File: config.mk
export PLATFORM = sky130hd
export DESIGN_NAME = alu_cmd_ctrl
export DESIGN_NICKNAME = d
export VERILOG_FILES = /design/src/rtl/alu_cmd_ctrl.sv
export SDC_FILE = /design/constraint.sdc
export NUM_CORES = 1
export LEC_CHECK = 0
export BUFFER_PORTS_ARGS = -buffer_cell sky130_fd_sc_hd__buf_2
export CAP_MARGIN = 10
export CORE_MARGIN = 8
export CORE_UTILIZATION = 40
export DETAILED_ROUTE_END_ITERATION = 10
export HOLD_SLACK_MARGIN = 0.08
export MAX_ROUTING_LAYER = met4
export PLACE_DENSITY_LB_ADDON = 0.3
export REMOVE_ABC_BUFFERS = 1
export SYNTH_ARGS = -nofsm -noshare
export SYNTH_HDL_FRONTEND = slang
export SYNTH_SLANG_ARGS = --single-unit
File: constraint.sdc
create_clock -name clk -period 3.1 [get_ports clk]
set_clock_uncertainty 0.2 [all_clocks]
set_input_delay 0.62 -clock clk [delete_from_list [all_inputs] [get_ports clk]]
set_output_delay 0.62 -clock clk [all_outputs]
set_load 0.05 [all_outputs]
File: src/rtl/alu_cmd_ctrl.sv
// Command-serialising controller in front of a combinational 32-bit ALU.
// Owns an 8x32 register file (entry 0 reads zero) and a response port.
module alu_cmd_ctrl #(
   parameter int NREGS = 8,
   localparam int IW = $clog2(NREGS)
) (
   input  logic          clk,
   input  logic          rst_n,
   input  logic          cmd_valid,
   output logic          cmd_ready,
   input  logic          cmd_load,
   input  logic [2:0]    cmd_op,
   input  logic [IW-1:0] cmd_rd,
   input  logic [IW-1:0] cmd_rs1,
   input  logic [IW-1:0] cmd_rs2,
   input  logic [31:0]   cmd_imm,
   output logic [31:0]   alu_a,
   output logic [31:0]   alu_b,
   output logic [2:0]    alu_sel,
   input  logic [31:0]   alu_out,
   input  logic          alu_zero,
   output logic          rsp_valid,
   input  logic          rsp_ready,
   output logic [31:0]   rsp_data,
   output logic          rsp_zero,
   output logic [IW-1:0] rsp_rd,
   output logic          rsp_err
);

   typedef enum logic [1:0] {
      IDLE,
      EXEC,
      RESP
   } state_t;

   state_t state_q;
   state_t state_d;

   logic [31:0]   rf [NREGS];
   logic [31:0]   rs1_val;
   logic [31:0]   rs2_val;
   logic [IW-1:0] rd_q;
   logic          load_q;
   logic [31:0]   imm_q;
   logic          err_q;
   logic          accept;
   logic          exec;
   logic [31:0]   result;
   logic          res_zero;

   assign cmd_ready = (state_q == IDLE);
   assign rsp_valid = (state_q == RESP);
   assign accept    = cmd_valid & cmd_ready;
   assign exec      = (state_q == EXEC);

   always_comb begin
      state_d = state_q;
      unique case (1'b1)
         (state_q == IDLE): if (cmd_valid) state_d = EXEC;
         (state_q == EXEC): state_d = RESP;
         (state_q == RESP): if (rsp_ready) state_d = IDLE;
         default:           state_d = IDLE;
      endcase
   end

   always_ff @(posedge clk or negedge rst_n) begin
      if (!rst_n) state_q <= IDLE;
      else        state_q <= state_d;
   end

   // Entry 0 is never written, but the read mux forces zero regardless.
   always_comb begin
      rs1_val = (cmd_rs1 == '0) ? 32'd0 : rf[cmd_rs1];
      rs2_val = (cmd_rs2 == '0) ? 32'd0 : rf[cmd_rs2];
   end

   always_comb begin
      result   = load_q ? imm_q : alu_out;
      res_zero = load_q ? (imm_q == 32'd0) : alu_zero;
   end

   always_ff @(posedge clk or negedge rst_n) begin
      if (!rst_n) begin
         alu_a   <= '0;
         alu_b   <= '0;
         alu_sel <= '0;
         rd_q    <= '0;
         load_q  <= 1'b0;
         imm_q   <= '0;
         err_q   <= 1'b0;
      end else if (accept) begin
         alu_a   <= rs1_val;
         alu_b   <= rs2_val;
         alu_sel <= cmd_op;
         rd_q    <= cmd_rd;
         load_q  <= cmd_load;
         imm_q   <= cmd_imm;
         err_q   <= (cmd_op >= 3'b110);
      end
   end

   always_ff @(posedge clk or negedge rst_n) begin
      if (!rst_n) begin
         rsp_data <= '0;
         rsp_zero <= 1'b0;
         rsp_rd   <= '0;
         rsp_err  <= 1'b0;
      end else if (exec) begin
         rsp_data <= result;
         rsp_zero <= res_zero;
         rsp_rd   <= rd_q;
         rsp_err  <= err_q;
      end
   end

   always_ff @(posedge clk or negedge rst_n) begin
      if (!rst_n) begin
         for (int i = 0; i < NREGS; i++) rf[i] <= '0;
      end else if (exec && (rd_q != '0)) begin
         rf[rd_q] <= result;
      end
   end

endmodule

==> metrics.txt <==
Tot Pwr 22.98 mW; critical path launch point type register; Post-DP HPWL 32120 um; Hold WS 0.1069 ns; Max-Slew Margin vs Limit 29.27%; CTS clock-pin slew for the worst setup and hold paths 0.06 ns; critical setup path kind register to register; critical path data arrival time 2.70 ns; count of vias placed by the detailed router 13060; number of cells in the design after placement 2232; Core Area 0.04176 mm2; via count of the first global-routing pass 13500; CTS Buf Count 42; type of the most critical hold path input pin to register; CTS tree built; Die Footprint 0.04884 mm2; violation count after the first detailed-route iteration 1118; RSZ-0062 raised after global routing false; Maximum Capacitance Violations 0; sink count of the clock tree 367; number of different library cells in the post-synthesis netlist 36; Worst Max-Slew Pin Slew 1.061 ns; ANT cells 0; Yosys warnings 0; flip-flop cell with the highest count after synthesis sky130_fd_sc_hd__dfrtp_1; antenna violations before repair 1; clock period minus final worst setup slack 2.499 ns; DRC 0; wire length after detailed routing 51000 um; count of final setup violators 0; remaining antenna violation count after routing 0; gr ovfl total 0; number of gates resized after CTS 0; wire length of the first global-routing pass 80070 um; Area Overhead vs Synth 19.84%; clock root cell sky130_fd_sc_hd__clkbuf_16; total global-route track usage 21.30%; placer congestion estimate 0.8562; non-filler cells, final 2335; WL/cell 21.84 um; die outline width 221.0 um; P per Cell Area 1141 mW/mm2; outcome finished, final reports clean; DRT Pass-1 Iters 5; category of the worst setup path capture point register; Final Hold Viols 0; clock insertion delay at the later pin of the skew report 0.56 ns; async set or reset register ratio after synthesis 100.0%; final worst-path cycle share 80.62%; maximum fanout along the worst path 21; Max Freq 400.1 MHz; number of primary I/O pins 188; Synth Area per Inst 10.63 um2; Total Neg Setup Slack 0 ns; FF+latch count, synth 367; H-tree level count 2; y dimension of the die 221.0 um; effective utilization at floorplan 40.26%; pin count of the biggest net entering global routing 73; Lkg Pwr 8.787 nW; average via count per standard cell 5.594; Post-layout nets 1845; count of input and output buffers 187; number of buffers on the longest clock path 3; number of enable-type register cells in the synthesized netlist 0; std cell rows 75; cell count after synthesis 1581; data required time of the critical path 3.30 ns; Pins Over Slew Limit 0; post-synthesis sequential area ratio 54.63%; Worst IR Drop VDD 0.6327 mV; fraction of final layout cells sized beyond drive strength 1 24.39%; total standard cell area after synthesis 0.01681 mm2
[sequential cells by signal, summed over array words and instances, names as in the netlist]
signal	flops
err_q	1
rf	224
rsp_zero	1
alu_b	32
imm_q	32
alu_a	32
rsp_rd	3
rsp_err	1
state_q	2
rsp_data	32
rd_q	3
alu_sel	3
load_q	1
[cells in the mapped netlist (10+ instances only)]
cell                       number  area, um2
sky130_fd_sc_hd__o21ai_0       97      485.5
sky130_fd_sc_hd__o21ai_2       13      113.9
sky130_fd_sc_hd__nand2_1      170      638.1
sky130_fd_sc_hd__o21ai_1       26      130.1
sky130_fd_sc_hd__mux2_2        68      765.7
sky130_fd_sc_hd__mux4_2        33      743.2
sky130_fd_sc_hd__o22ai_1       62      387.9
sky130_fd_sc_hd__nor2_1       195      732.0
sky130_fd_sc_hd__a221oi_1      31      271.5
sky130_fd_sc_hd__buf_6         14      157.7
sky130_fd_sc_hd__buf_1         10      37.54
sky130_fd_sc_hd__buf_4         11      82.58
sky130_fd_sc_hd__buf_2         40      200.2
sky130_fd_sc_hd__clkbuf_1      53      198.9
sky130_fd_sc_hd__a21oi_1      222       1111
sky130_fd_sc_hd__mux2i_1      127       1271
sky130_fd_sc_hd__dfrtp_1      367       9184
[logic make-up after synthesis]
kind of cell / Yosys count / share of synthesized area (%)
AOI/OAI and AO/OA: 455 / 15.02
muxes: 228 / 16.54
DFF: 367 / 54.63
and+or+nand+nor: 399 / 9.698
buffers and inverters: 132 / 4.116
[where the power goes]
part / internal, mW / leakage [nW] / total, mW / switching (mW)
sequential: 7.01 / 4.09 / 8.88 / 1.88
combinational: 3.00 / 3.96 / 8.82 / 5.82
clock: 3.28 / 0.739 / 5.27 / 1.99
total: 13.3 / 8.79 / 23.0 / 9.69
[final timing paths]
| kind | endpoint | slack (ns) | start | cells after the start |
|---|---|---|---|---|
| worst min register to register | rsp_data[22] | 0.27 | rsp_data[22] | 2 |
| worst max-delay path | rf[162] | 0.60 | load_q | 3 |
| max in group asynchronous | imm_q[27] | 1.41 | rst_n | 3 |
| min in group asynchronous | rf[51] | 0.44 | rst_n | 2 |
| worst min-delay path | imm_q[30] | 0.11 | cmd_imm[30] | 2 |
| worst max register to register | rf[162] | 0.60 | load_q | 3 |
[critical path: stages (launching register included)]
cell                      delay (ns)
sky130_fd_sc_hd__dfrtp_2        0.89
sky130_fd_sc_hd__buf_12         0.26
sky130_fd_sc_hd__mux2i_1        0.79
sky130_fd_sc_hd__o21ai_0        0.20
[layout by cell type, fill, tap and decap left out, types with 2 or more instances in the layout]
| cell | count |
|---|---|
| sky130_fd_sc_hd__mux2i_1 | 127 |
| sky130_fd_sc_hd__clkbuf_1 | 9 |
| sky130_fd_sc_hd__nor4_1 | 6 |
| sky130_fd_sc_hd__nand2_1 | 170 |
| sky130_fd_sc_hd__buf_2 | 184 |
| sky130_fd_sc_hd__nor3b_1 | 3 |
| sky130_fd_sc_hd__buf_4 | 38 |
| sky130_fd_sc_hd__nand3_1 | 3 |
| sky130_fd_sc_hd__clkinv_2 | 6 |
| sky130_fd_sc_hd__mux2_2 | 68 |
| sky130_fd_sc_hd__dfrtp_1 | 366 |
| sky130_fd_sc_hd__clkbuf_8 | 13 |
| sky130_fd_sc_hd__mux4_2 | 33 |
| sky130_fd_sc_hd__bufinv_16 | 4 |
| sky130_fd_sc_hd__nor3_4 | 2 |
| sky130_fd_sc_hd__nor2_1 | 195 |
| sky130_fd_sc_hd__o22ai_1 | 62 |
| sky130_fd_sc_hd__o21ai_1 | 26 |
| sky130_fd_sc_hd__dlygate4sd3_1 | 26 |
| sky130_fd_sc_hd__nand2b_1 | 2 |
| sky130_fd_sc_hd__buf_12 | 17 |
| sky130_fd_sc_hd__clkbuf_16 | 45 |
| sky130_fd_sc_hd__a31oi_1 | 4 |
| sky130_fd_sc_hd__o21ai_2 | 13 |
| sky130_fd_sc_hd__inv_1 | 3 |
| sky130_fd_sc_hd__a21oi_1 | 222 |
| sky130_fd_sc_hd__a221oi_1 | 31 |
| sky130_fd_sc_hd__nand2b_2 | 3 |
| sky130_fd_sc_hd__o21ai_0 | 97 |
| sky130_fd_sc_hd__nor3_1 | 2 |
[repair_timing]
item | 4_1_cts | 5_1_grt
hold endpoints to repair | 88 | 0
endpoints found under the setup margin | 0 | 0
setup buffers | 0 | 0
hold buffers | 26 | 0
[area by class of cell]
class | instances | area (um2)
Fill cell | 3803 | 21610
Inverter | 4 | 15.01
Clock inverter | 10 | 150.1
Clock buffer | 67 | 1339
Multi-Input combinational cell | 1082 | 6962
Tap cell | 539 | 674.4
Sequential cell | 367 | 9185
Timing Repair Buffer | 266 | 1822
[metal layers]
layer | GRT usage [%] | up-vias | part of all wire (%)
met5 | - | - | 0
met4 | 7.124 | 0 | 2.5
met3 | 4.999 | 92 | 7.4
met2 | 31.47 | 443 | 45
met1 | 28.72 | 6518 | 45
li1 | - | 6008 | -
[metrics by stage]
| stage | util [%] | cell area [um2] | setup slack, ns |
|---|---|---|---|
| floorplan | - | 16130 | -1.993 |
| global placement | 44.06 | 18400 | 0.6202 |
| detailed placement | 44.06 | 18400 | 0.6025 |
| CTS | 48.25 | 20150 | 0.6243 |
| global route | 48.25 | 20150 | 0.5074 |
| finish | 48.25 | 20150 | 0.6009 |
Power figures use the tool's default switching activity.
